===== src/rtl/mem_pkg.sv =====
// Shared storage constants and address-width helper for mem_mod,
// fifo_ctrl and their benches.
package mem_pkg;
   localparam int MEM_DATA_WIDTH = 8;
   localparam int MEM_MAX_ADDR   = 4;

   function automatic int addr_size(input int depth);
      return $clog2(depth);
   endfunction
endpackage


===== src/rtl/mem_mod.sv =====
// Dual-port storage with one write port and a registered read port.
// rd_data holds its value between reads.
module mem_mod
   import mem_pkg::*;
#(
   parameter int  DATA_WIDTH = MEM_DATA_WIDTH,
   parameter int  MAX_ADDR   = MEM_MAX_ADDR,
   localparam int ADDRSIZE   = addr_size(MAX_ADDR)
) (
   input  logic                  clk,
   input  logic                  wr_en,
   input  logic [ADDRSIZE-1:0]   wr_addr,
   input  logic [DATA_WIDTH-1:0] wr_data,
   input  logic                  rd_en,
   input  logic [ADDRSIZE-1:0]   rd_addr,
   output logic [DATA_WIDTH-1:0] rd_data
);
   logic [DATA_WIDTH-1:0] mem_q [MAX_ADDR];
   logic [DATA_WIDTH-1:0] rd_data_q;

   // Contents are deliberately not reset.
   always_ff @(posedge clk) begin
      if (wr_en) mem_q[wr_addr] <= wr_data;
      if (rd_en) rd_data_q <= mem_q[rd_addr];
   end

   assign rd_data = rd_data_q;
endmodule


===== src/rtl/fifo_ctrl.sv =====
// Circular-buffer FIFO controller around mem_mod: pointers, occupancy,
// full/empty flags and one-cycle drop pulses for rejected requests.
module fifo_ctrl
   import mem_pkg::*;
#(
   parameter int  DATA_WIDTH = MEM_DATA_WIDTH,
   parameter int  MAX_ADDR   = MEM_MAX_ADDR,
   localparam int ADDRSIZE   = addr_size(MAX_ADDR),
   localparam int CNTSIZE    = $clog2(MAX_ADDR + 1)
) (
   input  logic                  clk,
   input  logic                  rst,
   input  logic                  push,
   input  logic [DATA_WIDTH-1:0] push_data,
   input  logic                  pull,
   output logic [DATA_WIDTH-1:0] pull_data,
   output logic                  pull_valid,
   output logic                  full,
   output logic                  empty,
   output logic [CNTSIZE-1:0]    count,
   output logic                  push_drop,
   output logic                  pull_drop
);
   logic [ADDRSIZE-1:0] wr_ptr_q, wr_ptr_d, rd_ptr_q, rd_ptr_d;
   logic [CNTSIZE-1:0]  count_q, count_d;
   logic                pull_valid_q, push_drop_q, pull_drop_q;
   logic                push_ok, pull_ok;

   // Explicit wrap so non-power-of-two depths work.
   function automatic logic [ADDRSIZE-1:0] ptr_inc(input logic [ADDRSIZE-1:0] p);
      return (p == ADDRSIZE'(MAX_ADDR - 1)) ? '0 : p + ADDRSIZE'(1);
   endfunction

   assign full    = (count_q == CNTSIZE'(MAX_ADDR));
   assign empty   = (count_q == '0);
   // Full rejects push even with a concurrent pull; empty rejects pull even
   // with a concurrent push, so no same-address read/write and no fall-through.
   assign push_ok = push & ~full;
   assign pull_ok = pull & ~empty;

   always_comb begin
      wr_ptr_d = wr_ptr_q;
      rd_ptr_d = rd_ptr_q;
      count_d  = count_q;
      if (push_ok) wr_ptr_d = ptr_inc(wr_ptr_q);
      if (pull_ok) rd_ptr_d = ptr_inc(rd_ptr_q);
      unique case ({push_ok, pull_ok})
         2'b10:   count_d = count_q + CNTSIZE'(1);
         2'b01:   count_d = count_q - CNTSIZE'(1);
         default: count_d = count_q;
      endcase
   end

   always_ff @(posedge clk) begin
      if (rst) begin
         wr_ptr_q     <= '0;
         rd_ptr_q     <= '0;
         count_q      <= '0;
         pull_valid_q <= 1'b0;
         push_drop_q  <= 1'b0;
         pull_drop_q  <= 1'b0;
      end else begin
         wr_ptr_q     <= wr_ptr_d;
         rd_ptr_q     <= rd_ptr_d;
         count_q      <= count_d;
         pull_valid_q <= pull_ok;
         push_drop_q  <= push & full;
         pull_drop_q  <= pull & empty;
      end
   end

   mem_mod #(
      .DATA_WIDTH (DATA_WIDTH),
      .MAX_ADDR   (MAX_ADDR)
   ) u_mem (
      .clk     (clk),
      .wr_en   (push_ok),
      .wr_addr (wr_ptr_q),
      .wr_data (push_data),
      .rd_en   (pull_ok),
      .rd_addr (rd_ptr_q),
      .rd_data (pull_data)
   );

   assign pull_valid = pull_valid_q;
   assign push_drop  = push_drop_q;
   assign pull_drop  = pull_drop_q;
   assign count      = count_q;
endmodule


===== config.mk =====
export PLATFORM = sky130hd
export DESIGN_NAME = fifo_ctrl
export DESIGN_NICKNAME = d
export VERILOG_FILES = /design/src/rtl/mem_pkg.sv /design/src/rtl/mem_mod.sv /design/src/rtl/fifo_ctrl.sv
export SDC_FILE = /design/constraint.sdc
export NUM_CORES = 1
export LEC_CHECK = 0
export BUFFER_PORTS_ARGS = -buffer_cell sky130_fd_sc_hd__buf_2
export CORE_UTILIZATION = 50
export CTS_CLUSTER_SIZE = 12
export DETAILED_ROUTE_END_ITERATION = 10
export HOLD_SLACK_MARGIN = 0.1
export PLACE_DENSITY = 0.8
export SLEW_MARGIN = 15
export SYNTH_ARGS = -nofsm -noshare
export SYNTH_HDL_FRONTEND = slang
export SYNTH_HIERARCHICAL = 1
export SYNTH_SLANG_ARGS = --single-unit

===== constraint.sdc =====
create_clock -name clk -period 2.1 [get_ports clk]
set_clock_uncertainty 0.15 [all_clocks]
set_input_delay 0.105 -clock clk [delete_from_list [all_inputs] [get_ports clk]]
set_output_delay 0.105 -clock clk [all_outputs]
set_load 0.05 [all_outputs]

* Word level (Yosys, flattened, before mapping)
Memory sizes are Yosys's and may differ from the RTL's. A register that Yosys moved wholly into a read port is not among the register bits.
Index checks and enable logic that the tools add are counted.
** Storage, ports and cells
- Memories kept :: 1
- Word-level logic and storage cells :: 29
- Memory bits (writable) :: 32
- Register bits :: 10
- Input port bits :: 12
- Output and inout bits :: 16
** Memory list
- u_mem.mem_q :: words 4, width 8, rd ports 1, clocked after Yosys merged registers in 1, wr ports 1, line mem_mod.sv:18 : logic [DATA_WIDTH-1:0] mem_q [MAX_ADDR];
** Cells by class
- $add $sub $neg :: 4
- Equal/unequal tests :: 5
- Bitwise logic cells :: 6
- Multiplexer cells :: 5
- Reductions and logical operators :: 2
** Operators with widths (number)
- $eq 2x2->1 const B :: 3
- $pmux 3 s2 :: 1
- $add 2x1->2 const B :: 2
- $and 1x1->1 :: 4
- $mux 2 :: 2
- $add 3x1->3 const B :: 1
- $eq 3x3->1 const B :: 1
- $logic_not 3->1 :: 1
- $sub 3x1->3 const B :: 1
- $eq 2x1->1 const B :: 1
- $mux 1 :: 2
- $not 1->1 :: 2
- $reduce_bool 2->1 :: 1

* Logic depth before layout (Yosys ltp)
Gate-level depths: netlist of the first run.
- Word-level depth :: 5
- Depth in mapped cells :: 8
- Gate-level depth less buffers :: 8

* Hierarchy
The synthesis of the first run kept the hierarchy.
** By module, submodules not included
- mem_mod :: area each 1428.9 µm², cells each 54, times used 1, sequential area each 1201.2 µm²
- fifo_ctrl :: area each 473.0 µm², cells each 50, times used 1, sequential area each 200.2 µm²

* Least setup slack after synthesis of the first run
OpenSTA, ideal clock, no wires.
- Path kind :: register to register
- Start point :: register count_q[2], in the netlist count[2]
- End point :: register count_q[2], in the netlist count[2]
- Slack :: -0.515 ns
- Setup time :: 0.071 ns
- Buffers on the path :: 0
- Arrival :: 2.394 ns
- Period minus slack after synthesis :: 2.615 ns
- Data required time :: 1.879 ns
- Stages on the path, launching flop included :: 9
- Path through :: dfxtp_1 or3b_4 nand2_4 ha_1 inv_1 fa_1 xor2_1 or3_1 a21oi_1
** On the way
- Word-level cells in the longest chain between the ends :: 5
- Elaborated cells between the ends (all ways) :: 12
- Those cells by class :: add/sub: 2; eq/ne: 3; mux: 1; bitwise: 4; reduce/logical: 2
** Ends and longest elaborated chain
- from (decl) :: line fifo_ctrl.sv:25 : logic [CNTSIZE-1:0] count_q, count_d;
- from (signal assigned) :: line fifo_ctrl.sv:65 : count_q <= count_d;
- $eq 3x3->1 / $logic_not 3->1 (equally long branches) :: line fifo_ctrl.sv:34, fifo_ctrl.sv:35
- $not 1->1, on equally long branches :: line fifo_ctrl.sv:38, fifo_ctrl.sv:39
- $and 1x1->1, on equally long branches :: line fifo_ctrl.sv:38, fifo_ctrl.sv:39
- $eq 2x1->1 / $eq 2x2->1 (equally long branches) :: line fifo_ctrl.sv:47 : unique case ({push_ok, pull_ok})
- $pmux 3 s2 / $reduce_bool 2->1 (equally long branches)
Several ways; a longest one is shown, not always the timed one.
A chain may end at the register's enable or synchronous reset.

* Worst setup path in the final report of the first run
- Start point :: register count_q[1], in the netlist count[1]
- End point :: register count_q[2], in the netlist count[2]
Same word-level chain as after synthesis.

==> impl_metrics.toml, run 1 <==
[timing]
setup_viol = 1
slew_headroom_pct = 58.2
max_freq_ghz = 0.468
fin_ws_ns = -0.0350
rsz0062_at_grt = "true"
drv_slew = 0
hold_viol = 0
period_needed_ns = 2.13
tightest_slew_ns = 0.626
finalCritPeriodShare_pct = 102

[status]
violations = "design-rule violations, negative setup slack"
outcome = "finished, violations left"

[clocking]
clock_sinks = 50
clockBufferDepth = 2
cts_tree = "built"
htree_levels = 2
cts.clk_slew.worst_paths_ns = 0.08
numCtsBuffers = 5
cts-root-buf = "clkbuf_8"
clk-insertion-delay-late_ns = 0.30

[floorplan]
io-pin-count = 28
dieHeight_microns = 63.7
initial_core_util_pct = 51.9
fp-row-count = 22
die_w_microns = 63.7
core-area_sq_um = 3660
dieArea_sq_um = 4050

[yosys]
yosys_warnings = 6
synth_cell_types = 29
syn_area_per_cell_sq_um = 18.3
mappedNetlistArea_sq_um = 1900
synthesis.nets = 120
synth_seq_cells = 50
yosysSeqAreaShare_pct = 73.7
synthCells = 104

[global_route]
antenna_found_initial = 0
track_usage_pct = 17.0
grt_start_max_net_pins = 15
grt-ovfl-total = 0
grt_pass1_vias = 1009
grt_first_pass_wirelength_microns = 4870

[power_and_ir_drop]
peakVddDrop_v = 0.000644
power_mw = 3.08
p_leak_nw = 0.917
powerDensity_nw_per_um2 = 1280

[cells_and_area]
register_area_sq_um = 1410
final_area_sq_um = 2420
fill_cells = 266
num-nets-final = 173
layout_commonest_cell = "edfxtp_1"
drive_gt1_share_pct = 41.8
syn_to_final_growth_pct = 27.0
final_cell_mix = "edfxtp_1 (40), buf_2 (27), dlygate4sd3_1 (13)"
multi_input_area_sq_um = 479
n_antenna_cell = 0

[placement]
io_buffers = 27
placed_area_sq_um = 2150
place_congestion = 0.688

[critical_path]
path_max_fanout = 2
start_kind = "flip-flop"
required_ns = 2.18
critical-path-slowest-cell = "or3b_4"
critPathKind = "flip-flop to flip-flop"
end_kind = "flip-flop"
cp_data_arrival_time_ns = 2.22
crit_chain = "or3b_4 -> nand2_4 -> ha_4 -> inv_2 -> fa_2 -> xor2_1 -> or3_1 -> a21oi_1"
slowest_delay_ns = 0.42

[routing]
first_pass_iters = 7
drtAntennaViolNets = 0
drt_iter0_drc = 27
via_per_inst = 5.01
vias = 1032
drc = 1
wl_per_cell_microns = 14.4
wirelength_microns = 2970

[min_path]
hold_class = "primary input to flip-flop"

[job]
cap_violations = 0
cells by family after synthesis:
| logic type | count (synthesis) | share of synthesized area [%] |
|---|---|---|
| buffers and inverters | 10 | 2.50 |
| AOI/OAI and AO/OA | 8 | 3.09 |
| DFF | 50 | 73.7 |
| adders and majority gates | 4 | 3.03 |
| muxes | 9 | 10.0 |
| xor gates and xnor gates | 2 | 0.921 |
| and+or+nand+nor | 21 | 6.78 |
what timing repair did:
| item | in CTS | in global routing |
|---|---|---|
| cloned | 0 | 0 |
| buffers inserted | 1 | 2 |
| hold buffers | 13 | 0 |
| pin swaps | 2 | 3 |
| setup endpoints to repair | 1 | 2 |
| hold endpoints to repair | 42 | 0 |
| gates resized for setup | 1 | 1 |
per-layer routing:
metal  vias to the layer above  routed length [microns]  track usage, %
met5                         -                        0               0
met3                         4                      121            5.98
met4                         0                       38            5.11
met2                        22                     1570            28.3
met1                       507                     1240            20.6
li1                        499                        -               -
through the flow:
step	setup TNS, ns	setup WS [ns]	hold WS, ns	util [%]	instances
after CTS	-0.0413	-0.0413	0.391	65.4	204
after global routing	-0.111	-0.103	0.402	66.0	206
after floorplan	-0.132	-0.132	0.0539	-	104
after global placement	0	0.0217	0.165	58.7	182
after detailed placement	-0.0442	-0.0442	0.174	58.7	182
final	-0.0350	-0.0350	0.402	66.0	206
critical path, delay by kind of cell (launching register included):
family                     cells  cell delay [ns]
AOI/OAI and AO/OA              1             0.14
xor gates and xnor gates       1             0.15
adders and majority gates      2             0.46
buffers and inverters          1             0.03
DFF                            1             0.33
and+or+nand+nor                3             0.80
power by group:
part	leakage, nW	switching, mW	internal [mW]
Clock	0.0524	0.292	0.356
Combinational	0.413	0.670	0.397
Sequential	0.452	0.0958	1.27
Total	0.917	1.06	2.02
path summary, 6_finish.rpt:
kind	startpoint	to	slack [ns]	cells after the start
worst max-delay path	count[1]	count[2]	-0.03	8
worst min-delay path	push_data[7]	u_mem/mem_q[1][7]	0.40	2
worst max register to register	count[1]	count[2]	-0.03	8
worst min register to register	wr_ptr_q[0]	wr_ptr_q[0]	0.43	2
state kept, by name, summed over array words and instances (netlist names):
signal / cells
u_mem/mem_q: 32
u_mem/rd_data: 8
count: 3
rd_ptr_q: 2
wr_ptr_q: 2
pull_drop: 1
pull_valid: 1
push_drop: 1
area by class of cell:
class                           count  share of cell area [%]
Sequential cell                    50                    58.4
Clock inverter                      1                    1.24
Tap cell                           48                    2.49
Inverter                            7                    1.14
Multi-Input combinational cell     44                    19.8
Timing Repair Buffer               49                    13.8
Clock buffer                        7                    3.16
cells in the mapped netlist, drive strengths merged:
cell type  count  share of area, %
a21oi          4               1.2
and3           1              0.33
and3b          3               1.4
buf            1              0.59
clkbuf         2              0.46
clkinv         1              0.26
dfxtp         10                11
edfxtp        40                63
fa             1               1.1
ha             3               2.0
inv            6               1.2
mux2i          1              0.53
mux4           8               9.5
nand2          2              0.79
nand2b         1              0.33
nand3          2              0.53
nor2           5              0.99
nor3           3              0.79
nor3b          1              0.39
o21ai          3               1.2
o31ai          1              0.66
or3            2              0.66
or3b           1              0.59
xor2           2              0.92
Power figures use the tool's default switching activity.
==> inputs of run 2 (changes only) <==
--- a/config.mk
+++ b/config.mk
@@ -10,7 +10,7 @@
 export CTS_CLUSTER_SIZE = 12
 export DETAILED_ROUTE_END_ITERATION = 10
 export HOLD_SLACK_MARGIN = 0.1
-export PLACE_DENSITY = 0.8
+export PLACE_DENSITY = 0.75
 export SLEW_MARGIN = 15
 export SYNTH_ARGS = -nofsm -noshare
 export SYNTH_HDL_FRONTEND = slang
==> impl_metrics.toml, run 2 (synthesized netlist as in run 1, its figures left out) <==
[status]
outcome = "finished, violations left"
violations = "negative setup slack"

[clocking]
htree_levels = 2
cts.clk_slew.worst_paths_ns = 0.08
clock_sinks = 50
clockBufferDepth = 2
numCtsBuffers = 5
cts_tree = "built"
clk-insertion-delay-late_ns = 0.29
cts-root-buf = "clkbuf_8"

[floorplan]
io-pin-count = 28
core-area_sq_um = 3660
dieHeight_microns = 63.7
die_w_microns = 63.7
dieArea_sq_um = 4050
initial_core_util_pct = 51.9
fp-row-count = 22

[timing]
slew_headroom_pct = 50.2
tightest_slew_ns = 0.744
period_needed_ns = 2.17
finalCritPeriodShare_pct = 103
hold_viol = 0
hold_ws_ns = 0.207
max_freq_ghz = 0.462
fin_ws_ns = -0.0659
rsz0062_at_grt = "true"
setup_viol = 1
drv_slew = 0

[cells_and_area]
layout.cells.non_filler = 206
regMostFlops = "u_mem/mem_q"
largest_reg_flops = 32
layout_commonest_cell = "edfxtp_1"
fill_cells = 256
n_antenna_cell = 0
final_cell_mix = "edfxtp_1 (40), buf_2 (27), dlygate4sd3_1 (15)"
drive_gt1_share_pct = 40.5
syn_to_final_growth_pct = 27.0
num-nets-final = 173
multi_input_area_sq_um = 473
register_area_sq_um = 1410

[critical_path]
critPathKind = "flip-flop to flip-flop"
end_kind = "flip-flop"
path_max_fanout = 2
required_ns = 2.17
start_kind = "flip-flop"
cp_data_arrival_time_ns = 2.23

[routing]
drtAntennaViolNets = 0
vias = 1036
wirelength_microns = 3200
wl_per_cell_microns = 15.6
drc = 0
via_per_inst = 5.03
first_pass_iters = 4
drt_iter0_drc = 22

[placement]
place_inst = 182
hpwl_microns = 2070
io_buffers = 27
place_congestion = 0.732

[global_route]
grt_start_max_net_pins = 15
grt_pass1_vias = 1089
antenna_found_initial = 0
grt_first_pass_wirelength_microns = 5190
grt-ovfl-total = 0
track_usage_pct = 18.3

[power_and_ir_drop]
p_leak_nw = 0.913
powerDensity_nw_per_um2 = 1280
peakVddDrop_v = 0.000742

[min_path]
hold_class = "primary input to flip-flop"

[job]
cap_violations = 0
-- run 2: changes by cell type in the layout (fill, tap and decap cells not counted) --
cell and delta:
dlygate4sd3_1 +2, nor3b_4 -1, nor3b_2 +1, buf_4 -2
-- run 2: path summary, 6_finish.rpt --
| check | from | end | slack (ns) | cells after the start |
|---|---|---|---|---|
| worst min-delay path | push | count[0] | 0.21 | 5 |
| worst min register to register | wr_ptr_q[0] | wr_ptr_q[0] | 0.43 | 2 |
| worst max register to register | count[2] | count[2] | -0.07 | 8 |
| worst max-delay path | count[2] | count[2] | -0.07 | 8 |
-- run 2: area by class of cell --
class / instances / area share [%]
multi-input combinational: 44 / 19.6
timing repair buffer: 49 / 14.0
inverter: 7 / 1.14
tap: 48 / 2.49
clock buffer: 7 / 3.16
sequential: 50 / 58.4
clock inverter: 1 / 1.24
-- run 2: per-layer routing --
layer,up-vias,GRT usage (%),routed length (microns)
li1,500,-,-
met1,515,20.8,1300
met2,19,31.9,1780
met3,2,5.98,101
met4,0,6.82,29
met5,-,0,0
-- run 2: metrics by stage --
step	setup slack, ns	setup TNS (ns)	util [%]	power [mW]	instance area [sq um]
6_report	-0.0659	-0.0659	66.0	3.08	2410
5_1_grt	-0.107	-0.134	66.0	3.23	2410
4_1_cts	-0.0835	-0.0835	65.8	3.11	2410
3_5_place_dp	-0.0683	-0.0683	58.7	2.43	2150
3_3_place_gp	0.0210	0	58.7	2.38	2150
2_1_floorplan	-0.132	-0.132	-	2.15	1930
-- run 2: repair_timing --
action,in CTS,in global routing
pin swaps,0,4
hold endpoints to repair,42,0
setup buffers,0,1
setup endpoints to repair,1,2
hold buffers,15,0
gates resized for setup,1,0
-- run 2: where the power goes --
group          leakage (nW)  internal (mW)  switching (mW)
logic                 0.409          0.391           0.678
clock network        0.0524          0.356           0.293
registers             0.452           1.27          0.0922
total                 0.913           2.02            1.06
-- run 2: critical path, cell delays in order (launching register included) --
cell     delay (ns)
dfxtp_4        0.34
or3b_4         0.39
nand2_4        0.10
ha_4           0.13
inv_2          0.03
fa_2           0.32
xor2_1         0.15
or3_1          0.31
a21oi_1        0.15
